===== src/rtl/mem_arbiter.sv =====
// Two-requester cache-line arbiter: instruction side and data side share one
// memory port. Round-robin on simultaneous requests, with registered memory
// commands and a one-cycle DONE gap after every transfer.
//
// state   | meaning
// --------+--------------------------------------------------------------
// IDLE    | no transfer; arbitrate between i_read and d_read|d_write
// SERVE_I | instruction-side line read in flight, waiting for mem_resp
// SERVE_D | data-side read or write in flight, waiting for mem_resp
// DONE    | one quiet cycle so the requester can drop its request
module mem_arbiter #(
  parameter int LINE_W = 256,
  parameter int ADDR_W = 32
) (
  input  logic              clk,
  input  logic              rst,
  input  logic              i_read,
  input  logic [ADDR_W-1:0] i_address,
  output logic [LINE_W-1:0] i_rdata,
  output logic              i_resp,
  input  logic              d_read,
  input  logic              d_write,
  input  logic [ADDR_W-1:0] d_address,
  input  logic [LINE_W-1:0] d_wdata,
  output logic [LINE_W-1:0] d_rdata,
  output logic              d_resp,
  output logic              mem_read,
  output logic              mem_write,
  output logic [ADDR_W-1:0] mem_address,
  output logic [LINE_W-1:0] mem_wdata,
  input  logic [LINE_W-1:0] mem_rdata,
  input  logic              mem_resp
);

  localparam logic [1:0] S_IDLE    = 2'd0;
  localparam logic [1:0] S_SERVE_I = 2'd1;
  localparam logic [1:0] S_SERVE_D = 2'd2;
  localparam logic [1:0] S_DONE    = 2'd3;

  localparam logic GRANT_I = 1'b0;
  localparam logic GRANT_D = 1'b1;

  logic [1:0]        state_q, state_d;
  logic              last_grant_q, last_grant_d;
  logic              mem_read_q, mem_read_d;
  logic              mem_write_q, mem_write_d;
  logic [ADDR_W-1:0] mem_address_q, mem_address_d;
  logic [LINE_W-1:0] mem_wdata_q, mem_wdata_d;
  logic              d_req;

  assign d_req = d_read | d_write;

  // Next-state, arbitration and command capture.
  always_comb begin
    state_d       = state_q;
    last_grant_d  = last_grant_q;
    mem_read_d    = mem_read_q;
    mem_write_d   = mem_write_q;
    mem_address_d = mem_address_q;
    mem_wdata_d   = mem_wdata_q;
    case (state_q)
      S_IDLE: begin
        mem_read_d  = 1'b0;
        mem_write_d = 1'b0;
        // I wins when alone, or when both ask and D had the previous grant.
        if (i_read && (!d_req || last_grant_q == GRANT_D)) begin
          state_d       = S_SERVE_I;
          last_grant_d  = GRANT_I;
          mem_read_d    = 1'b1;
          mem_address_d = i_address;
        end else if (d_req) begin
          state_d       = S_SERVE_D;
          last_grant_d  = GRANT_D;
          // Read and write together is resolved as a write.
          mem_write_d   = d_write;
          mem_read_d    = ~d_write;
          mem_address_d = d_address;
          if (d_write) begin
            mem_wdata_d = d_wdata;
          end
        end
      end
      S_SERVE_I, S_SERVE_D: begin
        if (mem_resp) begin
          state_d     = S_DONE;
          mem_read_d  = 1'b0;
          mem_write_d = 1'b0;
        end
      end
      S_DONE: begin
        state_d     = S_IDLE;
        mem_read_d  = 1'b0;
        mem_write_d = 1'b0;
      end
      default: begin
        state_d     = S_IDLE;
        mem_read_d  = 1'b0;
        mem_write_d = 1'b0;
      end
    endcase
  end

  // State and captured memory command registers.
  always_ff @(posedge clk or negedge rst) begin
    if (!rst) begin
      state_q       <= S_IDLE;
      last_grant_q  <= GRANT_I;
      mem_read_q    <= 1'b0;
      mem_write_q   <= 1'b0;
      mem_address_q <= '0;
      mem_wdata_q   <= '0;
    end else begin
      state_q       <= state_d;
      last_grant_q  <= last_grant_d;
      mem_read_q    <= mem_read_d;
      mem_write_q   <= mem_write_d;
      mem_address_q <= mem_address_d;
      mem_wdata_q   <= mem_wdata_d;
    end
  end

  assign mem_read    = mem_read_q;
  assign mem_write   = mem_write_q;
  assign mem_address = mem_address_q;
  assign mem_wdata   = mem_wdata_q;

  // Completion is forwarded combinationally, only to the side being served.
  assign i_resp  = (state_q == S_SERVE_I) && mem_resp;
  assign d_resp  = (state_q == S_SERVE_D) && mem_resp;
  assign i_rdata = mem_rdata;
  assign d_rdata = mem_rdata;

endmodule


===== config.mk =====
export PLATFORM = sky130hd
export DESIGN_NAME = mem_arbiter
export DESIGN_NICKNAME = d
export VERILOG_FILES = /design/src/rtl/mem_arbiter.sv
export SDC_FILE = /design/constraint.sdc
export NUM_CORES = 1
export LEC_CHECK = 0
export ABC_AREA = 1
export BUFFER_PORTS_ARGS = -buffer_cell sky130_fd_sc_hd__buf_4
export CAP_MARGIN = 25
export CORE_AREA = 2 2 540 542
export CTS_BUF_LIST = sky130_fd_sc_hd__clkbuf_8 sky130_fd_sc_hd__clkbuf_16
export CTS_CLUSTER_DIAMETER = 60
export CTS_CLUSTER_SIZE = 8
export DETAILED_ROUTE_END_ITERATION = 8
export DIE_AREA = 0 0 542 544
export SYNTH_ARGS = -nofsm -noshare
export SYNTH_HDL_FRONTEND = slang
export SYNTH_SLANG_ARGS = --single-unit

===== constraint.sdc =====
create_clock -name clk -period 1.3 [get_ports clk]
set_input_delay 0.325 -clock clk [delete_from_list [all_inputs] [get_ports clk]]
set_output_delay 0.325 -clock clk [all_outputs]
set_load 0.05 [all_outputs]

==> metrics.md <==
| Metric | Value |
|---|---|
| Max Clk Rate | 512 MHz |
| Min Tclk post-route | about 2000 ps |
| Clk Latency, worst-skew pair | 710 ps |
| FF+latch area | 7330 um2 |
| Vias | 17100 |
| Total core area | 289000 um2 |
| Period utilisation layout | 150% |
| Worst setup EP type | output port |
| DR WL/cell | between 30 and 40 um |
| Failing checks | setup timing |
| Hold_ws | around 110 ps |
| Post-Synthesis Net Count | around 2500 |
| Crit path DAT | about 1600 ps |
| Static leakage | 14.3 nW |
| Post-synthesis cell type count | 13 |
| CTS H-tree lvls | 2 |
| Post-layout nets | about 3200 |
| Headroom to the max-slew limit | 56.8% |
| Area leader, netlist | dfrtp_1 |
| Hold Path Sink | mem_address[29] |
| Post-DP HPWL | 198000 um |
| R2r endpoint | mem_wdata[253] |
| TritonRoute pass-1 iters | 5 |
| Setup violators final | 585 |
| Die Area | 295000 um2 |
| Fraction of layout cells with a size suffix above 1 | 50.6% |
| Hold Vio Cnt, Final | 0 |
| Synthesized cell area | around 16000 um2 |
| Syn avg cell area | 8.27 um2 |
| Clock skew | 40.8 ps |
| Max Fanout on Critical Path | 2 |
| CP required | just under 1000 ps |
| Most area-consuming cells after synthesis | dfrtp_1 46%, buf_4 25%, nand2_1 15% |
| Clk sinks | approximately 300 |
| Worst Hold Class | in -> reg |
| Yosys warns | 0 |
| Boundary Pins | 1386 |
| Antenna Nets Post-Route | 0 |
| CTS tree | yes |
| IO Port Bufs | between 600 and 700 |
| Largest net degree at the start of global routing | 63 |
| Drt drc | 0 |
| Syn-to-layout area delta | 105% |
| Reg-to-reg critical path startpoint | state_q[1] |
| FILL cells | 33000 |
| Setup Crit Path Kind | reg -> out |
| Status | complete, but fails checks |
| Peak VDD IR | ~1.8 mV |
| Fin cells | about 6400 |
| Maximum clock path buffer count | 3 |
| Worst slack, placed | -525 ps |
| GRT Total Usage | about 15% |
| Vias in the first global route | about 16000 |
| Multi-input gate area | 6220 um2 |
| Final core occ | 11.4% |
| #FFs+latches synth | 293 |
| Gpl congestion | ~0.75 |
| # rows | 198 |
| Setup ws final | -654 ps |
| Post-Syn Instances | 1946 |
| Routed WL | 229000 um |
| Initial antenna violation count | 154 |
| TritonCTS Buffers | 49 |
| RSZ-0062 raised after global routing | yes |
| R2R Setup Slk | -580 ps |
| Global route overflow | 0 |
| Worst Hold Launch | i_address[29] |
| # placed instances | 5836 |
| Synth top area share | 45.6% |
| Worst r2r path cells | 12 |
| 1st-iter DRT viols | around 1300 |
| Initial Utilization | around 5.6% |
| Power per cell area | 2500 nW/um2 |
| DIE HEIGHT | 544 um |
| Worst hold stages | 5 |
| Critical Path Start Type | flop |
| Actual slew at the worst max-slew pin | 648 ps |
| DR vias/cell | 2.66 |
| CTS root buf | clkbuf_16 |
| Worst-path clk slew | 50 ps |
| Slew Limit Fails | 0 |
| Seq/Total Area, Yosys | a little under half |
| Max Cap Viol | 0 |
| Die W | 542 um |
| First-pass GRT wire length | between 200000 and 300000 um |
## kinds of logic (layout without fill, tap and decap cells)
family / count (synthesis) / count (layout) / synth area share, %
AND/OR/NAND/NOR: 957 / 961 / 24.8
buffers and inverters: 689 / 1336 / 29.1
flip-flops: 293 / 293 / 45.6
adder cells (fa/ha/maj): 4 / 4 / 0.311
AO/OA/AOI/OAI: 3 / 3 / 0.163
other: 0 / 15 / 0
## cell type report
| class | instances | area share [%] |
|---|---|---|
| tap | 3800 | 14.4 |
| sequential | 293 | 22.3 |
| inverter | 76 | 0.984 |
| clock inverter | 20 | 0.524 |
| antenna | 15 | 0.114 |
| timing repair inverter | 1 | 0.0494 |
| timing repair buffer | 1186 | 38.9 |
| multi-input combinational | 968 | 18.9 |
| clock buffer | 53 | 3.89 |
## cells in the final DEF (no fill, tap or decap), types with 4 or more instances in the layout
cell | netlist | final
nor2_1 | 5 | 5
clkbuf_16 | 0 | 68
nand2_4 | 0 | 39
clkinvlp_4 | 0 | 5
nand3_2 | 0 | 130
buf_4 | 539 | 494
inv_2 | 2 | 5
buf_8 | 0 | 102
dlygate4sd3_1 | 0 | 321
nand2_2 | 0 | 139
dfrtp_1 | 293 | 292
buf_16 | 0 | 30
inv_1 | 74 | 76
nand2_8 | 0 | 7
nand3_4 | 0 | 55
diode_2 | 0 | 15
nand3_1 | 323 | 138
buf_12 | 0 | 64
clkinv_2 | 0 | 4
clkbuf_8 | 0 | 5
buf_6 | 0 | 155
nand2_1 | 629 | 448
## state kept, by name (all words and copies together), names as in the netlist
signal        flops
mem_address      32
state_q           2
mem_write         1
last_grant_q      1
mem_wdata       256
mem_read          1
## report_power, final
part / internal (mW) / switching, mW
registers: 13.3 / 3.74
logic: 19.2 / 33.9
clock network: 7.00 / 5.36
total: 39.5 / 43.0
## critical path, stage by stage (launching register included)
cell and delay, ps:
dfrtp_1 380, inv_2 70, buf_6 100, ha_4 120
nand2_2 50, inv_2 60, buf_12 170
## routing by layer
layer	routed length, um	GRT usage, %	share of wire [%]	vias up
met2	91400	20.9	40	1885
met1	62000	11.5	27	7668
li1	-	-	-	6870
met3	61500	18.2	27	621
met5	663	1.74	0.29	-
met4	14000	6.50	6.1	28
## cell usage after synthesis
library cell and instances:
nand2_1 629, ha_1 4, nand3_1 323, clkbuf_1 10, buf_2 62, nor2_1 5
dfrtp_1 293, o21ai_0 2, o21ai_4 1, inv_1 74, buf_4 539, buf_1 2
inv_2 2
## stage by stage
stage	area (um2)	total power, mW	setup TNS [ps]
2_1_floorplan	16100	40.8	-2620
3_3_place_gp	22100	55.0	-125710
3_5_place_dp	22100	55.2	-126330
4_1_cts	30700	79.5	-249210
5_1_grt	32900	86.4	-260120
6_report	32900	82.5	-222500
## worst max path at each step
stage,startpoint,to,slack [ps],depth (start not counted)
final,state_q[1],i_resp,-650,6
after global placement,d_read,mem_wdata[29],-510,7
after detailed placement,d_read,mem_wdata[53],-520,7
after global routing,state_q[1],i_resp,-760,6
after CTS,state_q[1],i_resp,-750,6
after floorplan,state_q[0],mem_wdata[100],-10,9
## timing repair
item / CTS / global route
resized for setup: 544 / 437
buffers inserted: 107 / 18
endpoints found under the setup margin: 582 / 585
pin swaps: 86 / 209
cloned: 35 / 23
endpoints found under the hold margin: 583 / 0
hold buffers: 321 / 0
No activity file was read; power rests on OpenSTA's default activity.
